<file path="src/rtl/fetch_pkg.sv">
// Shared encodings and defaults for the instruction fetch stage.
package fetch_pkg;

    localparam int              INSTR_W      = 16;
    localparam logic [15:0]     DEF_RESET_PC = 16'h0000;
    localparam int              DEF_PC_STEP  = 2;

    typedef enum logic [1:0] {
        IDLE  = 2'd0,
        REQ   = 2'd1,
        FAULT = 2'd2
    } state_e;

    typedef enum logic [1:0] {
        PC_HOLD = 2'd0,
        PC_LOAD = 2'd1,
        PC_INC  = 2'd2
    } pc_sel_e;

endpackage

</file>
<file path="src/rtl/fetch_pc_reg.sv">
// Program counter register with load/increment/hold select and the pc+step adder.
module fetch_pc_reg
    import fetch_pkg::*;
#(
    parameter int                ADDR_W   = 16,
    parameter logic [ADDR_W-1:0] RESET_PC = ADDR_W'(DEF_RESET_PC),
    parameter int                PC_STEP  = DEF_PC_STEP
) (
    input  logic              clock,
    input  logic              reset,
    input  pc_sel_e           sel,
    input  logic [ADDR_W-1:0] load_val,
    output logic [ADDR_W-1:0] pc,
    output logic [ADDR_W-1:0] pc_plus
);

    // Modulo 2^ADDR_W: the top address wraps to zero.
    assign pc_plus = pc + ADDR_W'(PC_STEP);

    always_ff @(posedge clock) begin
        if (reset) begin
            pc <= RESET_PC;
        end else begin
            case (sel)
                PC_LOAD: pc <= load_val;
                PC_INC:  pc <= pc_plus;
                default: pc <= pc;
            endcase
        end
    end

endmodule

</file>
<file path="src/rtl/fetch_unit.sv">
// Instruction fetch stage: PC ownership, req/ack memory handshake, IR write strobe.
// Optional ack-wait timeout enabled by defining FETCH_TIMEOUT_EN.
module fetch_unit
    import fetch_pkg::*;
#(
    parameter int                ADDR_W         = 16,
    parameter logic [ADDR_W-1:0] RESET_PC       = ADDR_W'(DEF_RESET_PC),
    parameter int                PC_STEP        = DEF_PC_STEP,
    parameter int                TIMEOUT_CYCLES = 15
) (
    input  logic               clock,
    input  logic               reset,
    input  logic               fetch_go,
    input  logic               pc_load,
    input  logic [ADDR_W-1:0]  pc_in,
    output logic               mem_req,
    output logic [ADDR_W-1:0]  mem_addr,
    input  logic               mem_ack,
    input  logic [INSTR_W-1:0] mem_rdata,
    output logic [INSTR_W-1:0] ir_data,
    output logic               ir_write,
    output logic [ADDR_W-1:0]  pc_out,
    output logic [ADDR_W-1:0]  pc_plus,
    output logic               busy,
    output logic               fetch_fault
);

    state_e             state, state_n;
    logic               mem_req_n;
    logic [ADDR_W-1:0]  mem_addr_n;
    logic [INSTR_W-1:0] ir_data_n;
    logic               ir_write_n;
    logic               redirect_pend, redirect_pend_n;
    logic [ADDR_W-1:0]  redirect_tgt, redirect_tgt_n;
    pc_sel_e            pc_sel;
    logic [ADDR_W-1:0]  pc_ld_val;
    logic               timeout;

    fetch_pc_reg #(
        .ADDR_W   (ADDR_W),
        .RESET_PC (RESET_PC),
        .PC_STEP  (PC_STEP)
    ) u_pc (
        .clock    (clock),
        .reset    (reset),
        .sel      (pc_sel),
        .load_val (pc_ld_val),
        .pc       (pc_out),
        .pc_plus  (pc_plus)
    );

    assign busy = (state == REQ);

`ifdef FETCH_TIMEOUT_EN
    localparam int CNT_W = (TIMEOUT_CYCLES < 16) ? 4 : $clog2(TIMEOUT_CYCLES + 1);
    logic [CNT_W-1:0] wait_cnt;

    // Zero whenever not in REQ, so the first REQ cycle always counts from 0.
    always_ff @(posedge clock) begin
        if (reset || state != REQ) wait_cnt <= '0;
        else                       wait_cnt <= wait_cnt + 1'b1;
    end

    assign timeout     = (wait_cnt == CNT_W'(TIMEOUT_CYCLES - 1));
    assign fetch_fault = (state == FAULT);
`else
    logic unused_cfg;
    assign unused_cfg  = (TIMEOUT_CYCLES != 0);
    assign timeout     = 1'b0;
    assign fetch_fault = 1'b0;
`endif

    always_ff @(posedge clock) begin
        if (reset) begin
            state         <= IDLE;
            mem_req       <= 1'b0;
            mem_addr      <= '0;
            ir_data       <= '0;
            ir_write      <= 1'b0;
            redirect_pend <= 1'b0;
            redirect_tgt  <= '0;
        end else begin
            state         <= state_n;
            mem_req       <= mem_req_n;
            mem_addr      <= mem_addr_n;
            ir_data       <= ir_data_n;
            ir_write      <= ir_write_n;
            redirect_pend <= redirect_pend_n;
            redirect_tgt  <= redirect_tgt_n;
        end
    end

    always_comb begin
        state_n         = state;
        mem_req_n       = mem_req;
        mem_addr_n      = mem_addr;
        ir_data_n       = ir_data;
        ir_write_n      = 1'b0;
        redirect_pend_n = redirect_pend;
        redirect_tgt_n  = redirect_tgt;
        pc_sel          = PC_HOLD;
        pc_ld_val       = pc_in;
        case (state)
            IDLE: begin
                if (fetch_go) begin
                    // A redirect in the same cycle wins over the current PC.
                    pc_ld_val       = pc_load ? pc_in : pc_out;
                    pc_sel          = PC_LOAD;
                    mem_addr_n      = pc_ld_val;
                    mem_req_n       = 1'b1;
                    redirect_pend_n = 1'b0;
                    state_n         = REQ;
                end else if (pc_load) begin
                    pc_sel = PC_LOAD;
                end
            end
            REQ: begin
                if (mem_ack) begin
                    state_n         = IDLE;
                    mem_req_n       = 1'b0;
                    redirect_pend_n = 1'b0;
                    if (pc_load || redirect_pend) begin
                        // Word belongs to the abandoned path: drop it.
                        pc_sel    = PC_LOAD;
                        pc_ld_val = pc_load ? pc_in : redirect_tgt;
                    end else begin
                        ir_data_n  = mem_rdata;
                        ir_write_n = 1'b1;
                        pc_sel     = PC_INC;
                    end
                end else begin
                    if (pc_load) begin
                        redirect_pend_n = 1'b1;
                        redirect_tgt_n  = pc_in;
                    end
                    if (timeout) begin
                        state_n   = FAULT;
                        mem_req_n = 1'b0;
                    end
                end
            end
            FAULT: mem_req_n = 1'b0;
            default: begin
                state_n   = IDLE;
                mem_req_n = 1'b0;
            end
        endcase
    end

endmodule

</file>
<file path="config.mk">
export PLATFORM = sky130hd
export DESIGN_NAME = fetch_unit
export DESIGN_NICKNAME = d
export VERILOG_FILES = /design/src/rtl/fetch_pkg.sv /design/src/rtl/fetch_pc_reg.sv /design/src/rtl/fetch_unit.sv
export SDC_FILE = /design/constraint.sdc
export NUM_CORES = 1
export LEC_CHECK = 0
export BUFFER_PORTS_ARGS = -buffer_cell sky130_fd_sc_hd__buf_2
export CAP_MARGIN = 20
export CELL_PAD_IN_SITES_DETAIL_PLACEMENT = 0
export CELL_PAD_IN_SITES_GLOBAL_PLACEMENT = 1
export CORE_MARGIN = 3
export CORE_UTILIZATION = 30
export DETAILED_ROUTE_END_ITERATION = 16
export PLACE_DENSITY_LB_ADDON = 0.1
export SLEW_MARGIN = 10
export SYNTH_ARGS = -nofsm -noshare
export SYNTH_HDL_FRONTEND = slang
export SYNTH_SLANG_ARGS = --single-unit
</file>
<file path="constraint.sdc">
create_clock -name clock -period 2.9 [get_ports clock]
set_input_delay 0.29 -clock clock [delete_from_list [all_inputs] [get_ports clock]]
set_output_delay 0.29 -clock clock [all_outputs]
set_load 0.05 [all_outputs]
</file>
==> metrics, run 1 <==
status finished clean; synth unique cells 59; Setup CP Type reg2out; most common cell in the netlist nand2_1; Min-Delay Path Depth 3; Yosys top cell area share 38.6%; Layout area overhead 25.9%; initial antenna violation count 0; GRT Overall Usage 17.8%; CP bufs+invs 1; largest net degree at the start of global routing 36; leading area contributor after synthesis dfxtp_1; PortBufs 103; TNS Setup 0 ps; Yosys warning count 0; fin cells 660; die width 114 um; Post-CTS Resized 0; DP Cell Count 645; ANT nets after route 0; final-stage net count 556; pre-CTS setup slack 491 ps; final core utilization 39.5%; skew final 7.06 ps; Critical Path End Type output port; first-pass GRT wire length 18.0 mm; register area share after synthesis 38.6%; slowest CP cell dfxtp_1; Worst Hold Class in2reg; worst reg2reg path depth 7; vias in the first global route 3294; total die area 12900 sq um; Avg Inst Size Synth 8.19 sq um; CORE AREA 11100 sq um; Hold Path End ir_data[9]$_SDFFE_PP0P_; Starting Density 31.3%; max_slew headroom 51.4%; period utilization 89.2%; max cap viols 0; Leak Pwr 0.00188 uW; Post-synth EDFFs 0; CTS tree yes; worst r2r src mem_req$_SDFFE_PP0P_; Final min period 2590 ps; critical path's top delay family simple AND/OR/NAND/NOR gates; worst-margin pin slew 729 ps; pwr dens 642 nW/um^2; CP Cell Sequence nand4_1, nor4_2, xor2_1, buf_2; Placer Congestion 0.826; via count 3462; WL/cell 17.1 um; Rows 38; crit path launch type flop; Clock Sinks 67; asr flop ratio synth 0%; remaining routing DRC violations 0; Starting DRT DRC Count 215; Clk Latency, worst-skew pair 330 ps; Pins Over Slew Limit 0; Die Y 114 um; CTS HTree Levels 3; Hold Crit Start mem_rdata[9]; CTS Hold Bufs 0; Num CTS Buffers 9; WP data arrival 2300 ps; Post-synth top cells nand2_1, dfxtp_1, a21oi_1; Vias per Instance 5.25; Worst EP required 2610 ps; Net Count, Synth 464; Boundary Pins 105; postcts setup bufs 0; Post-Route WL 11.3 mm; number of inserted diodes 0; clk buf depth 2; most frequently used flop master after synthesis dfxtp_1; clock slew at reported path FFs 60 ps; reg2reg end u_pc.pc[12]$_SDFFE_PP0P_; Worst VDD drop 0.281 mV; Synth Cell Area 3470 sq um; Max Clock Freq 387 MHz; crit-path max FO 11; GRT Residual Overflow 0; RSZ-0062 raised after global routing false; final setup margin 314 ps; largest stage delay on the critical path 630 ps; final number of setup-violating endpoints 0; share of post-route cells with drive strength above 1 27.9%; Fin. Hold Viols 0; Synth Register Bits 67; clock root buffer clkbuf_16; Post-Syn Instances 424; Final HPWL DP 8.35 mm; top post-synthesis cells by area dfxtp_1, nand2_1, a21oi_1; flop2flop setup slack 580 ps; Initial DRT Pass Iterations 4
## layer usage
metal	vias up	routed length (um)	track usage, %
met5	-	0	0
met4	0	175	5.37
met3	14	741	5.15
met2	104	5510	29.6
met1	1653	4850	22.2
li1	1691	-	-
## report_power, final
group / internal [uW] / leakage, uW / switching (uW) / total (uW)
Sequential: 978 / 0.000548 / 78.0 / 1060
Combinational: 200 / 0.00120 / 497 / 698
Clock: 657 / 0.000134 / 398 / 1060
## stage by stage
| step | total power [uW] | cell area (sq um) | hold slack, ps |
|---|---|---|---|
| finish | 2810 | 4370 | 197 |
| CTS | 2850 | 4370 | 183 |
| floorplan | 1580 | 3470 | 426 |
| global route | 2930 | 4370 | 187 |
| detailed placement | 1780 | 4090 | 447 |
| global placement | 1780 | 4090 | 440 |
## placed cells by master, fill, tap and decap left out, types with 5 or more instances in the layout
cell type,n
a211oi_1,17
a21oi_1,46
a221o_1,6
a22o_1,5
buf_2,103
buf_4,17
clkbuf_16,9
dfxtp_1,67
inv_1,5
mux2i_1,18
nand2_1,73
nand3_1,10
nand4_1,6
nor2_1,33
o21ai_0,8
xnor2_1,8
xor2_1,5
## how the worst max path moves through the flow
stage | start | to | slack (ps) | depth (start not counted)
2_1_floorplan | mem_req$_SDFFE_PP0P_ | u_pc.pc[10]$_SDFFE_PP0P_ | 100 | 10
3_3_place_gp | pc_load | u_pc.pc[11]$_SDFFE_PP0P_ | 540 | 8
3_5_place_dp | pc_load | u_pc.pc[12]$_SDFFE_PP0P_ | 490 | 8
4_1_cts | u_pc.pc[4]$_SDFFE_PP0P_ | pc_plus[15] | 300 | 4
5_1_grt | u_pc.pc[4]$_SDFFE_PP0P_ | pc_plus[15] | 150 | 4
6_report | u_pc.pc[4]$_SDFFE_PP0P_ | pc_plus[15] | 310 | 4
## state kept, by name (all words and copies together), names as in the netlist
| register | flops |
|---|---|
| redirect_tgt | 16 |
| ir_data | 16 |
| mem_req | 1 |
| mem_addr | 16 |
| u_pc.pc | 16 |
| ir_write | 1 |
| redirect_pend | 1 |
## final cells by class
type | instances | area (sq um)
Multi-Input combinational cell | 311 | 1900
Timing Repair Buffer | 120 | 643
Tap cell | 140 | 175
Fill cell | 1224 | 6710
Inverter | 7 | 26.3
Clock buffer | 10 | 229
Sequential cell | 67 | 1340
Clock inverter | 5 | 55.1
## tightest hold or removal path: stages
cell	delay (ps)
buf_2	90
nand2_1	40
a21oi_1	50
## logic make-up (layout without fill, tap and decap cells)
| logic type | Yosys count | after routing | synth area share, % |
|---|---|---|---|
| and+or+nand+nor | 160 | 160 | 22.6 |
| AOI/OAI and AO/OA | 114 | 114 | 21.8 |
| DFF | 67 | 67 | 38.6 |
| buffers and inverters | 46 | 142 | 6.63 |
| muxes | 20 | 20 | 5.84 |
| xor gates and xnor gates | 13 | 13 | 3.28 |
| adders and majority gates | 3 | 3 | 1.08 |
| other | 1 | 1 | 0.108 |
Power figures use the tool's default switching activity.
==> inputs of run 2 (changes only) <==
Settings changed: ABC_AREA from default to 1.
==> metrics, run 2 <==
Worst VDD drop 0.435 mV (+55%); Clk Latency, worst-skew pair 330 ps (about the same); Layout area overhead 25.2%; Starting DRT DRC Count 232 (+7.9%); synth unique cells 27 (-54%); critical path's top delay family simple AND/OR/NAND/NOR gates; first-pass GRT wire length 18.7 mm (+3.9%); pwr dens 655 nW/um^2 (+2.0%); Yosys top cell area share 38.9% (+0.31 points); fin area 4310 sq um (-1.4%); most frequent cells in the layout nand2_1, buf_2, dfxtp_1, o21ai_0, nor2_1; Die Y 113 um (-0.37%); Synth Register Bits 67 (unchanged); number of inserted diodes 0 (unchanged); RSZ-0062 raised after global routing false; Final HPWL DP 8.47 mm (+1.5%); Boundary Pins 105 (unchanged); Post-Route WL 11.8 mm (+5.0%); most frequently used flop master after synthesis dfxtp_1; WP data arrival 2070 ps (-230 ps); CP bufs+invs 1 (unchanged); max_slew headroom 53.4% (+2.0 points); crit-path max FO 6 (-5); slowest CP cell dfxtp_1; top post-synthesis cells by area dfxtp_1, nand2_1, o21ai_0; CORE AREA 11000 sq um (-0.43%); register area share after synthesis 38.9% (+0.31 points); CTS tree yes; Pins Over Slew Limit 0 (unchanged); vias in the first global route 3456 (+4.9%); share of post-route cells with drive strength above 1 22.1% (-5.8 points); final setup margin 541 ps (+228 ps); Clk pwr share 36.0% (-1.6 points); crit path launch type flop; final-stage net count 657 (+18%); Rows 38 (unchanged); fin cells 760 (+15%); Leak Pwr 0.00212 uW (+12%); Setup CP Type reg2out; Yosys warning count 0 (unchanged); CP Cell Sequence ha_1, nand2_1, nor2_2, nand2_1, o21ai_1, and2_1, buf_2; postcts setup bufs 0 (unchanged); Post-CTS Resized 0 (unchanged); remaining routing DRC violations 0 (unchanged); Post-Syn Instances 523 (+23%); Worst Hold Class in2reg; pre-CTS setup slack 592 ps (+101 ps); Logic pwr share 26.6% (+1.8 points); Vias per Instance 4.88 (-7.0%); status finished clean; placed cell area 4040 sq um (-1.1%); Sequential Power Share 37.4% (-0.2 points); most frequent CP cell nand2_1; flip-flop and latch area 1340 sq um (unchanged); Net Count, Synth 563 (+21%); largest net degree at the start of global routing 33 (-8.3%); Fin. Hold Viols 0 (unchanged); Clock Sinks 67 (unchanged); CTS Hold Bufs 0 (unchanged); WL/cell 15.6 um (-8.8%); die width 113 um (-0.37%); Initial DRT Pass Iterations 4 (unchanged); Final min period 2360 ps (-228 ps); leading area contributor after synthesis dfxtp_1; Multi-input gate area 1830 sq um (-4.1%); largest stage delay on the critical path 450 ps (-180 ps); clock root buffer clkbuf_16; GRT Residual Overflow 0 (unchanged); Worst EP required 2610 ps (about the same); clock slew at reported path FFs 50 ps (about the same); GRT Overall Usage 18.6% (+0.83 points); clk buf depth 2 (unchanged); ANT nets after route 0 (unchanged); Post-synth top cells nand2_1, dfxtp_1, o21ai_0; Sw Ratio 36.9% (+2.3 points); Starting Density 31.2% (-0.11 points); CTS HTree Levels 3 (unchanged); Synth Cell Area 3440 sq um (-0.79%); Num CTS Buffers 9 (unchanged); period utilization 81.3% (-7.9 points); TNS Setup 0 ps (unchanged); Psw 1040 uW (+7.2%); DP Cell Count 746 (+16%); worst-margin pin slew 698 ps (-31.3 ps); skew final 4.71 ps (-2.35 ps); initial antenna violation count 0 (unchanged); Max Clock Freq 424 MHz (+9.7%); via count 3709 (+7.1%); Avg Inst Size Synth 6.59 sq um (-20%); total die area 12800 sq um (-0.75%); final number of setup-violating endpoints 0 (unchanged); asr flop ratio synth 0% (unchanged); commonest non-fill, non-tap cell in the layout nand2_1; Post-synth EDFFs 0 (unchanged); Placer Congestion 0.828 (+0.13%); Fillers 1209 (-1.2%); max cap viols 0 (unchanged); Int Pwr 1780 uW (-3.0%); most common cell in the netlist nand2_1; Critical Path End Type output port; PortBufs 103 (unchanged)
## run 2: cell families (layout without fill, tap and decap cells)
family / count (synthesis) / in the layout / synth area share (%)
flops: 67 / 67 / 38.9
fa+ha+maj: 3 / 3 / 1.09
compound gates: 116 / 116 / 17.5
other cells: 1 / 1 / 0.109
buf+inv: 60 / 157 / 8.06
simple gates: 270 / 270 / 32.8
xor+xnor: 6 / 6 / 1.53
## run 2: layer usage
metal | track usage [%] | share of wire [%]
met3 | 4.55 | 6.2
met1 | 26.0 | 48
met2 | 28.8 | 45
met5 | 0 | 0
met4 | 4.57 | 0.96
## run 2: metrics by stage
| stage | power (uW) | hold WS [ps] | utilization, % |
|---|---|---|---|
| after floorplan | 1620 | 425 | - |
| after global routing | 2960 | 182 | 39.1 |
| after global placement | 1830 | 449 | 36.6 |
| final | 2820 | 181 | 39.1 |
| after CTS | 2860 | 169 | 39.1 |
| after detailed placement | 1830 | 453 | 36.6 |
## run 2: final timing paths
check,start,end,slack (ps),depth (start not counted)
worst max register to register,redirect_pend$_SDFFE_PP0P_,u_pc.pc[13]$_SDFFE_PP0P_,670,10
worst min register to register,mem_addr[11]$_SDFFE_PP0P_,mem_addr[11]$_SDFFE_PP0P_,460,2
worst max-delay path,u_pc.pc[2]$_SDFFE_PP0P_,pc_plus[11],540,7
worst min-delay path,mem_rdata[1],ir_data[1]$_SDFFE_PP0P_,180,3
## run 2: final cells by class
class / count / area share, %
Clock inverter: 2 / 0.290
Inverter: 32 / 2.90
Clock buffer: 12 / 5.95
Timing Repair Buffer: 111 / 13.3
Sequential cell: 67 / 31.1
Tap cell: 140 / 4.06
Multi-Input combinational cell: 396 / 42.3
## run 2: power by group through the flow
stage | Combinational, uW | Sequential, uW | Clock (uW)
after floorplan | 386 | 1230 | 0
final | 752 | 1050 | 1020
after global routing | 817 | 1070 | 1080
after global placement | 756 | 1070 | 0
after CTS | 758 | 1060 | 1050
after detailed placement | 757 | 1070 | 0
## run 2: tightest hold or removal path: stages
cell	delay (ps)
buf_2	80
nor2_1	30
nor2_1	80
==> inputs of run 3 (changes only) <==
Settings changed: ABC_AREA 1 to 0.
Clock period 2.9 ns to 1.9 ns, I/O delays scaled along.
==> metrics, run 3 (synthesis gave the netlist of run 1 again) <==
Initial DRT Pass Iterations 4 (unchanged); Worst EP required 2130 ps (-480 ps); clock slew at reported path FFs 60 ps (about the same); Clock Sinks 67 (unchanged); CTS Hold Bufs 0 (unchanged); CTS HTree Levels 3 (unchanged); Final min period 1920 ps; clock root buffer clkbuf_16; initial antenna violation count 0 (unchanged); final hold slack 86.4 ps (-94.6 ps); clk buf depth 2 (unchanged); Clk pwr share 35.4% (-0.6 points); WL/cell 16.6 um (+6.6%); max cap viols 0 (unchanged); Logic pwr share 29.5% (+2.9 points); RSZ-0062 raised after global routing true; PortBufs 103 (unchanged); final setup margin -17.9 ps (-559 ps); remaining routing DRC violations 0 (unchanged); ANT nets after route 0 (unchanged); slowest CP cell dfxtp_2; pre-CTS setup slack -22.5 ps (-614 ps); Leak Pwr 0.00231 uW (+8.9%); Max Clock Freq 521 MHz; crit-path max FO 7 (+1); final-stage net count 610 (-7.2%); Die Y 114 um (+0.38%); number of inserted diodes 0 (unchanged); total die area 12900 sq um (+0.75%); Rows 38 (unchanged); commonest non-fill, non-tap cell in the layout buf_2; Placer Congestion 0.814 (-1.7%); via count 3633 (-2.0%); pwr dens 857 nW/um^2 (+31%); skew final 6.56 ps (+1.85 ps); CORE AREA 11100 sq um (+0.43%); period utilization 101%; Clk Latency, worst-skew pair 340 ps (about the same); most frequent cells in the layout buf_2, nand2_1, buf_4, dfxtp_1, a21oi_1; Layout area overhead 51.5%; largest net degree at the start of global routing 37 (+12%); Boundary Pins 105 (unchanged); CP Cell Sequence o211ai_1, o21a_1, ha_4, or2_4, a221o_1, a21oi_2, nor3b_1; Vias per Instance 5.08 (+4.1%); final number of setup-violating endpoints 4 (+4); Post-Route WL 11.9 mm (+0.30%); Starting DRT DRC Count 153 (-34%); share of post-route cells with drive strength above 1 45.0% (+23 points); Pins Over Slew Limit 0 (unchanged); Int Pwr 2920 uW (+64%); Critical Path End Type flop; max_slew headroom 48.4% (-5.0 points); Worst VDD drop 0.496 mV (+14%); vias in the first global route 3693 (+6.9%); WP data arrival 2150 ps (+80 ps); failing checks setup timing; Worst Hold Class in2reg; Num CTS Buffers 9 (unchanged); Psw 1590 uW (+53%); first-pass GRT wire length 19.2 mm (+2.6%); status finished, violations left; Final HPWL DP 8.90 mm (+5.1%); Setup CP Type reg2reg; Fin. Hold Viols 0 (unchanged); Final Power 4510 uW (+60%); crit path launch type flop; largest stage delay on the critical path 320 ps (-130 ps); worst-margin pin slew 774 ps (+76.5 ps); CTS tree yes; Sw Ratio 35.3% (-1.7 points); GRT Overall Usage 19.0% (+0.38 points); GRT Residual Overflow 0 (unchanged); final core utilization 47.5% (+8.4 points); die width 114 um (+0.38%); Sequential Power Share 35.1% (-2.3 points); Starting Density 31.3% (+0.11 points)
## run 3: cell count changes in the layout (fill, tap and decap cells not counted), moves of 12 or more
cell / previous run / this run
nand2_1: 167 / 73
a211oi_1: 0 / 16
a31oi_1: 17 / 4
nand3_1: 28 / 5
nor2_1: 54 / 30
buf_4: 8 / 71
dfxtp_4: 0 / 12
o21ai_0: 55 / 7
dfxtp_1: 67 / 51
mux2i_1: 0 / 18
inv_1: 27 / 5
## run 3: what timing repair did
item                                    4_1_cts  5_1_grt
setup buffers                                12       11
endpoints found under the setup margin       14       20
resized for setup                            27       26
cloned                                        0        0
pin swaps                                     5       10
## run 3: final timing paths
kind,to,slack (ps),startpoint,cells after the start
worst min register to register,ir_data[3]$_SDFFE_PP0P_,450,ir_data[3]$_SDFFE_PP0P_,2
worst min-delay path,ir_data[6]$_SDFFE_PP0P_,90,mem_rdata[6],3
worst max register to register,u_pc.pc[11]$_SDFFE_PP0P_,-20,redirect_pend$_SDFFE_PP0P_,7
worst max-delay path,u_pc.pc[11]$_SDFFE_PP0P_,-20,redirect_pend$_SDFFE_PP0P_,7
## run 3: stage by stage
stage                     cells  area [sq um]  TNS (ps)
after floorplan             424          3830      -891
final                       715          5260     -33.7
after detailed placement    676          4630     -22.5
after global placement      676          4630     -7.62
after CTS                   704          5090     -20.8
after global routing        715          5260      -996
## run 3: power by group through the flow
stage	clock, uW	combinational, uW	sequential, uW
detailed placement	0	1230	1620
finish	1600	1330	1580
floorplan	0	655	1870
CTS	1660	1290	1590
global route	1710	1410	1600
global placement	0	1230	1620
## run 3: final cells by class
type                            instances  area (sq um)
Multi-Input combinational cell        311          2260
Timing Repair Buffer                  174          1120
Tap cell                              140           175
Fill cell                            1122          5820
Clock buffer                           11           253
Clock inverter                          5          35.0
Inverter                                7          35.0
Sequential cell                        67          1390
## run 3: worst max-delay path: cells and delay by family (launching register included)
kind            cells  cell delay, ps
compound gates      4             880
fa+ha+maj           1             240
flops               1             320
simple gates        2             350
## run 3: routing by layer
layer / share of wire [%] / vias to the layer above / GRT usage [%]
li1: - / 1804 / -
met1: 43 / 1714 / 22.6
met2: 51 / 96 / 32.8
met3: 4.9 / 19 / 4.14
met4: 2.0 / 0 / 8.01
met5: 0 / - / 0
